==> src/rtl/ocr_ctrl_pkg.sv <==
// Shared types and constants for the OCR classification controller.
// Imported by the sequencer FSM and its testbench.
package ocr_ctrl_pkg;

  localparam int          CLASS_W             = 4;
  localparam int          ADDR_W              = 16;
  localparam int          DEFAULT_NUM_CLASSES = 10;
  localparam logic [3:0]  INVALID_CLASS       = 4'hF;

  typedef enum logic [2:0] {
    IDLE    = 3'd0,
    L_START = 3'd1,
    L_WAIT  = 3'd2,
    A_START = 3'd3,
    A_WAIT  = 3'd4,
    RESULT  = 3'd5
  } state_t;

endpackage

==> src/rtl/phase_timer.sv <==
// Per-phase watchdog counter: cleared at the start of a phase, counts while
// waiting, flags expiry once LIMIT cycles have been spent waiting.
module phase_timer #(
  parameter int LIMIT = 4096
) (
  input  logic clk,
  input  logic reset,
  input  logic clear,
  input  logic enable,
  output logic expired
);

  // The count never passes LIMIT-1 because the owner leaves the wait state on expiry.
  localparam int CW = (LIMIT > 1) ? $clog2(LIMIT) : 1;

  logic [CW-1:0] r_count;

  always_ff @(posedge clk or posedge reset) begin
    if (reset) begin
      r_count <= '0;
    end else if (clear) begin
      r_count <= '0;
    end else if (enable) begin
      r_count <= r_count + CW'(1);
    end
  end

  assign expired = (r_count == CW'(LIMIT - 1));

endmodule

==> src/rtl/classify_sequencer.sv <==
// Frame classification controller: starts the scoring layer, then argmax,
// and hands the winning class (or a timeout marker) to the consumer.
//
// Handshakes: img_valid/img_ready transfer a frame when both are high on a
// rising edge in IDLE; res_valid/res_ready transfer a result the same way in
// RESULT, and res_valid with its payload stays stable until that edge.
module classify_sequencer
  import ocr_ctrl_pkg::*;
#(
  parameter int NUM_CLASSES    = DEFAULT_NUM_CLASSES,
  parameter int TIMEOUT_CYCLES = 4096
) (
  input  logic               clk,
  input  logic               reset,
  input  logic               img_valid,
  output logic               img_ready,
  output logic               layer_start,
  input  logic               layer_done,
  input  logic               layer_wr_en,
  input  logic [ADDR_W-1:0]  layer_wr_addr,
  output logic               am_start,
  output logic [ADDR_W-1:0]  am_size,
  input  logic [ADDR_W-1:0]  am_addr,
  input  logic               am_done,
  input  logic [CLASS_W-1:0] am_max_index,
  output logic [ADDR_W-1:0]  ram_addr,
  output logic               ram_we,
  output logic               res_valid,
  input  logic               res_ready,
  output logic [CLASS_W-1:0] res_class,
  output logic               res_timeout,
  output logic               busy,
  output logic [15:0]        class_count,
  output state_t             dbg_state
);

  state_t             r_state;
  logic               r_img_ready;
  logic               r_layer_start;
  logic               r_am_start;
  logic               r_res_valid;
  logic [CLASS_W-1:0] r_res_class;
  logic               r_res_timeout;
  logic               r_busy;
  logic [15:0]        r_class_count;

  logic w_timer_clr;
  logic w_timer_en;
  logic w_expired;

  assign w_timer_clr = (r_state == L_START) || (r_state == A_START);
  assign w_timer_en  = (r_state == L_WAIT)  || (r_state == A_WAIT);

  phase_timer #(
    .LIMIT (TIMEOUT_CYCLES)
  ) u_phase_timer (
    .clk     (clk),
    .reset   (reset),
    .clear   (w_timer_clr),
    .enable  (w_timer_en),
    .expired (w_expired)
  );

  // Outputs are registered alongside the state so each one matches the state it belongs to.
  always_ff @(posedge clk or posedge reset) begin
    if (reset) begin
      r_state       <= IDLE;
      r_img_ready   <= 1'b1;
      r_layer_start <= 1'b0;
      r_am_start    <= 1'b0;
      r_res_valid   <= 1'b0;
      r_res_class   <= '0;
      r_res_timeout <= 1'b0;
      r_busy        <= 1'b0;
      r_class_count <= '0;
    end else begin
      r_layer_start <= 1'b0;
      r_am_start    <= 1'b0;
      case (r_state)
        IDLE: begin
          if (img_valid) begin
            r_state       <= L_START;
            r_img_ready   <= 1'b0;
            r_busy        <= 1'b1;
            r_layer_start <= 1'b1;
          end
        end
        L_START: r_state <= L_WAIT;
        L_WAIT: begin
          // Done is checked first so it wins over a coincident expiry.
          if (layer_done) begin
            r_state    <= A_START;
            r_am_start <= 1'b1;
          end else if (w_expired) begin
            r_state       <= RESULT;
            r_res_valid   <= 1'b1;
            r_res_class   <= INVALID_CLASS;
            r_res_timeout <= 1'b1;
          end
        end
        A_START: r_state <= A_WAIT;
        A_WAIT: begin
          if (am_done) begin
            r_state       <= RESULT;
            r_res_valid   <= 1'b1;
            r_res_class   <= am_max_index;
            r_res_timeout <= 1'b0;
          end else if (w_expired) begin
            r_state       <= RESULT;
            r_res_valid   <= 1'b1;
            r_res_class   <= INVALID_CLASS;
            r_res_timeout <= 1'b1;
          end
        end
        RESULT: begin
          if (res_ready) begin
            r_state       <= IDLE;
            r_res_valid   <= 1'b0;
            r_img_ready   <= 1'b1;
            r_busy        <= 1'b0;
            r_class_count <= r_class_count + 16'd1;
          end
        end
        default: begin
          r_state     <= IDLE;
          r_res_valid <= 1'b0;
          r_img_ready <= 1'b1;
          r_busy      <= 1'b0;
        end
      endcase
    end
  end

  // Argmax owns the score RAM read port while it runs; the layer owns it otherwise.
  always_comb begin
    ram_addr = layer_wr_addr;
    ram_we   = 1'b0;
    case (r_state)
      A_START, A_WAIT: ram_addr = am_addr;
      L_WAIT:          ram_we   = layer_wr_en;
      default:         ;
    endcase
  end

  assign img_ready   = r_img_ready;
  assign layer_start = r_layer_start;
  assign am_start    = r_am_start;
  assign am_size     = ADDR_W'(NUM_CLASSES);
  assign res_valid   = r_res_valid;
  assign res_class   = r_res_class;
  assign res_timeout = r_res_timeout;
  assign busy        = r_busy;
  assign class_count = r_class_count;
  assign dbg_state   = r_state;

endmodule

==> config.mk <==
export PLATFORM = sky130hd
export DESIGN_NAME = classify_sequencer
export DESIGN_NICKNAME = d
export VERILOG_FILES = /design/src/rtl/ocr_ctrl_pkg.sv /design/src/rtl/phase_timer.sv /design/src/rtl/classify_sequencer.sv
export SDC_FILE = /design/constraint.sdc
export NUM_CORES = 1
export LEC_CHECK = 0
export ABC_AREA = 0
export CAP_MARGIN = 10
export CORE_ASPECT_RATIO = 1.75
export CORE_UTILIZATION = 45
export DETAILED_ROUTE_END_ITERATION = 10
export GPL_ROUTABILITY_DRIVEN = 1
export PLACE_DENSITY = 0.85
export SLEW_MARGIN = 20
export SYNTH_ARGS = -nofsm -noshare
export SYNTH_HDL_FRONTEND = slang
export SYNTH_SLANG_ARGS = --single-unit
==> constraint.sdc <==
create_clock -name clk -period 4.9 [get_ports clk]
set_input_delay 0.98 -clock clk [delete_from_list [all_inputs] [get_ports clk]]
set_output_delay 0.98 -clock clk [all_outputs]
set_load 0.01 [all_outputs]
==> impl_results.md <==
* Status: complete, but fails checks
* Failing checks: DRC
* Final wirelength at 5810 microns
* Root buf cell: clkbuf_8
* Wirelength per Cell at 14.7 microns
* Total die area at 0.00568 sq mm
* Global-route wire length before repair at 9440 microns
* Max_slew headroom at 0.419
* Main synth FF type: dfrtp_1
* Most used routing layer: met2
* Clock Skews at 0.00388 ns
* Complex-gate fraction of the synthesized area at 0.0704
* Post-synthesis sequential area ratio at 0.425
* Global router's overall resource usage at 0.216
* Adder-cell area share of the yosys netlist at 0.0103
* Worst-Margin Slew at 0.861 ns
* Area of the core at 0.00521 sq mm
* # IOs at 105
* Share of cells above drive strength 1 at 0.0914
* Hold Violations, Final at 0
* Period utilization at 0.809
* Synthesized area per cell at 9.60 sq um
* Worst skew pair latency at 0.29 ns
* Endpoint type of the worst setup path: output pin
* Initial drt markers at 84
* Syn Inst Count at 252
* Post-Synth XOR/XNOR Area at 0.0719
* Setup total negative slack at 0 ns
* Cell Rows at 35
* WP data required at 3.92 ns
* Kind of critical path: flop to output pin
* # resized after CTS at 0
* Max-Cap Viols at 0
* Max Clock Freq at 252 MHz
* Starting Density at 0.464
* Final core utilization at 0.651
* Distinct cells, synth at 50
* Congestion Overflow GR at 0
* Critical path fanouts, max at 21
* DRC Markers at 5
* Vias in the first global route at 2143
* Hold Crit Class: flop to flop
* Most common cell in the netlist: dfrtp_1
* Count of final max-slew check failures at 0
* Startpoint types: flop
* Clock transition at path regs at 0.08 ns
* Power per Cell Area at 404 mW/mm^2
* Die H at 99.0 microns
* Inserted Clock Buffers at 5
* Nets at 383
* Worst vdd ir at 180 uV
* CP top delay family: flip-flops
* GRT met3 Usage at 0.0354
* #FFs+latches synth at 41
* # clock sinks at 41
* # setup viols final at 0
* Yosys warnings at 0
* Post-synth top area cell: dfrtp_1
* Pin count of the biggest net entering global routing at 42
* Crit-path max cell delay at 0.73 ns
* Initial antenna violation count at 0
* Tot Pwr at 0.00137 W
* Worst path cell trace: nand2b_1 -> o22a_1 -> mux2_2 -> clkdlybuf4s50_1
* RSZ-0062 raised after global routing: false
* IO Port Bufs at 88
* Ant. Diodes at 0
* Slowest-stage cell, CP: dfrtp_1
* Detail Placement HPWL at 4540 microns
* Clock tree buffer depth at 2
* Arrival time worst endpoint at 2.98 ns
* Ranking of synthesized cells by area: dfrtp_1 41%, mux2_2 7.0%, xnor2_1 5.1%
* DR pass1 iterations at 7
* Synthesized area at 0.00242 sq mm
* Routing usage on met2 at 0.415
* Async set or reset register ratio after synthesis at 1.00
* Flop2flop setup slack at 2.84 ns
* Synth top cells by count: 40 x dfrtp_1, 22 x nand2_1, 19 x nor2_1, 18 x nor3_1, 16 x buf_4
* Syn-to-layout area delta at 40.2%
* WHS at 0.477 ns
* Largest family of logic cells by synthesized area: simple AND/OR/NAND/NOR gates
* Top cell type's share of synthesized area at 0.414
* Met1 Usage GRT at 0.212
* Hold-fix buffers, CTS at 0
* Simple-Gate Fraction of Synth Area at 0.249
* Post-route ant nets at 0
* DR vias at 2168
* Die width at 57.4 microns
* EDFF count, synth at 0
* Mux cell area share after synthesis at 0.0957
* CTS tree: done
* Tmin final at 3.96 ns
* Post-CTS Setup Bufs at 0
* CTS H-tree depth at 2
* Vias per cell at 5.50
* RD Place Congestion at 0.794
* Total leakage power at 1.45 nW
* Buf/Inv on CP at 1
## path summary, 6_finish.rpt
path	from	endpoint	depth (start not counted)
worst max-delay path	dbg_state[1]	ram_addr[15]	4
worst min-delay path	img_ready	img_ready	2
worst max register to register	dbg_state[1]	u_phase_timer.r_count[10]	4
worst min register to register	img_ready	img_ready	2
max in group asynchronous	reset	img_ready	3
min in group asynchronous	reset	class_count[15]	3
## worst min-delay path, stage by stage, from the launching register on
cell and delay, ns:
dfstp_2 0.38, inv_1 0.05, a21oi_1 0.05
## area by class of cell
type | count | area [sq um]
Multi-Input combinational cell | 196 | 1260
Timing Repair Buffer | 91 | 903
Clock buffer | 7 | 86.3
Inverter | 3 | 11.3
Clock inverter | 1 | 30.0
Sequential cell | 41 | 1030
Tap cell | 55 | 68.8
Fill cell | 450 | 1820
## through the flow
step | cell area, sq um | std cells | setup slack, ns
detailed placement | 3270 | 386 | 1.25
CTS | 3390 | 394 | 0.907
finish | 3390 | 394 | 0.936
global route | 3390 | 394 | 0.759
global placement | 3270 | 386 | 1.35
floorplan | 2470 | 266 | 2.22
## state kept, by name, summed over array words and instances (netlist names)
name,flops
u_phase_timer.r_count,12
layer_start,1
am_start,1
dbg_state,3
res_timeout,1
class_count,16
res_class,4
res_valid,1
busy,1
img_ready,1
## routing by layer
| layer | up-vias | wire length [microns] |
|---|---|---|
| met3 | 14 | 309 |
| met1 | 1025 | 2030 |
| met4 | 0 | 172 |
| met2 | 101 | 3300 |
| li1 | 1028 | - |
| met5 | - | 0 |
## cells in the final DEF (no fill, tap or decap), types with 5 or more instances in the layout
cell,instances
clkdlybuf4s50_1,88
mux2_2,15
clkbuf_8,6
nor2_1,19
and3_1,8
nand3_1,12
dfrtp_1,40
o21ai_0,7
nor3_1,18
nor2b_1,6
xnor2_1,14
conb_1,16
nand4_1,5
nand2_1,22
a21oi_1,8
## cells by family (layout without fill, tap and decap cells)
logic type | after synthesis | count (layout)
AOI/OAI and AO/OA | 27 | 27
xor gates and xnor gates | 19 | 19
adders and majority gates | 2 | 2
buffers and inverters | 29 | 102
DFF | 41 | 41
muxes | 21 | 21
other | 2 | 16
and+or+nand+nor | 111 | 111
## where the power goes
group	leakage [nW]	internal, W	switching [W]
sequential	0.553	0.000396	0.0000731
clock	0.0585	0.000166	0.000119
combinational	0.834	0.000329	0.000287
total	1.45	0.000892	0.000479
No activity file was read; power rests on OpenSTA's default activity.
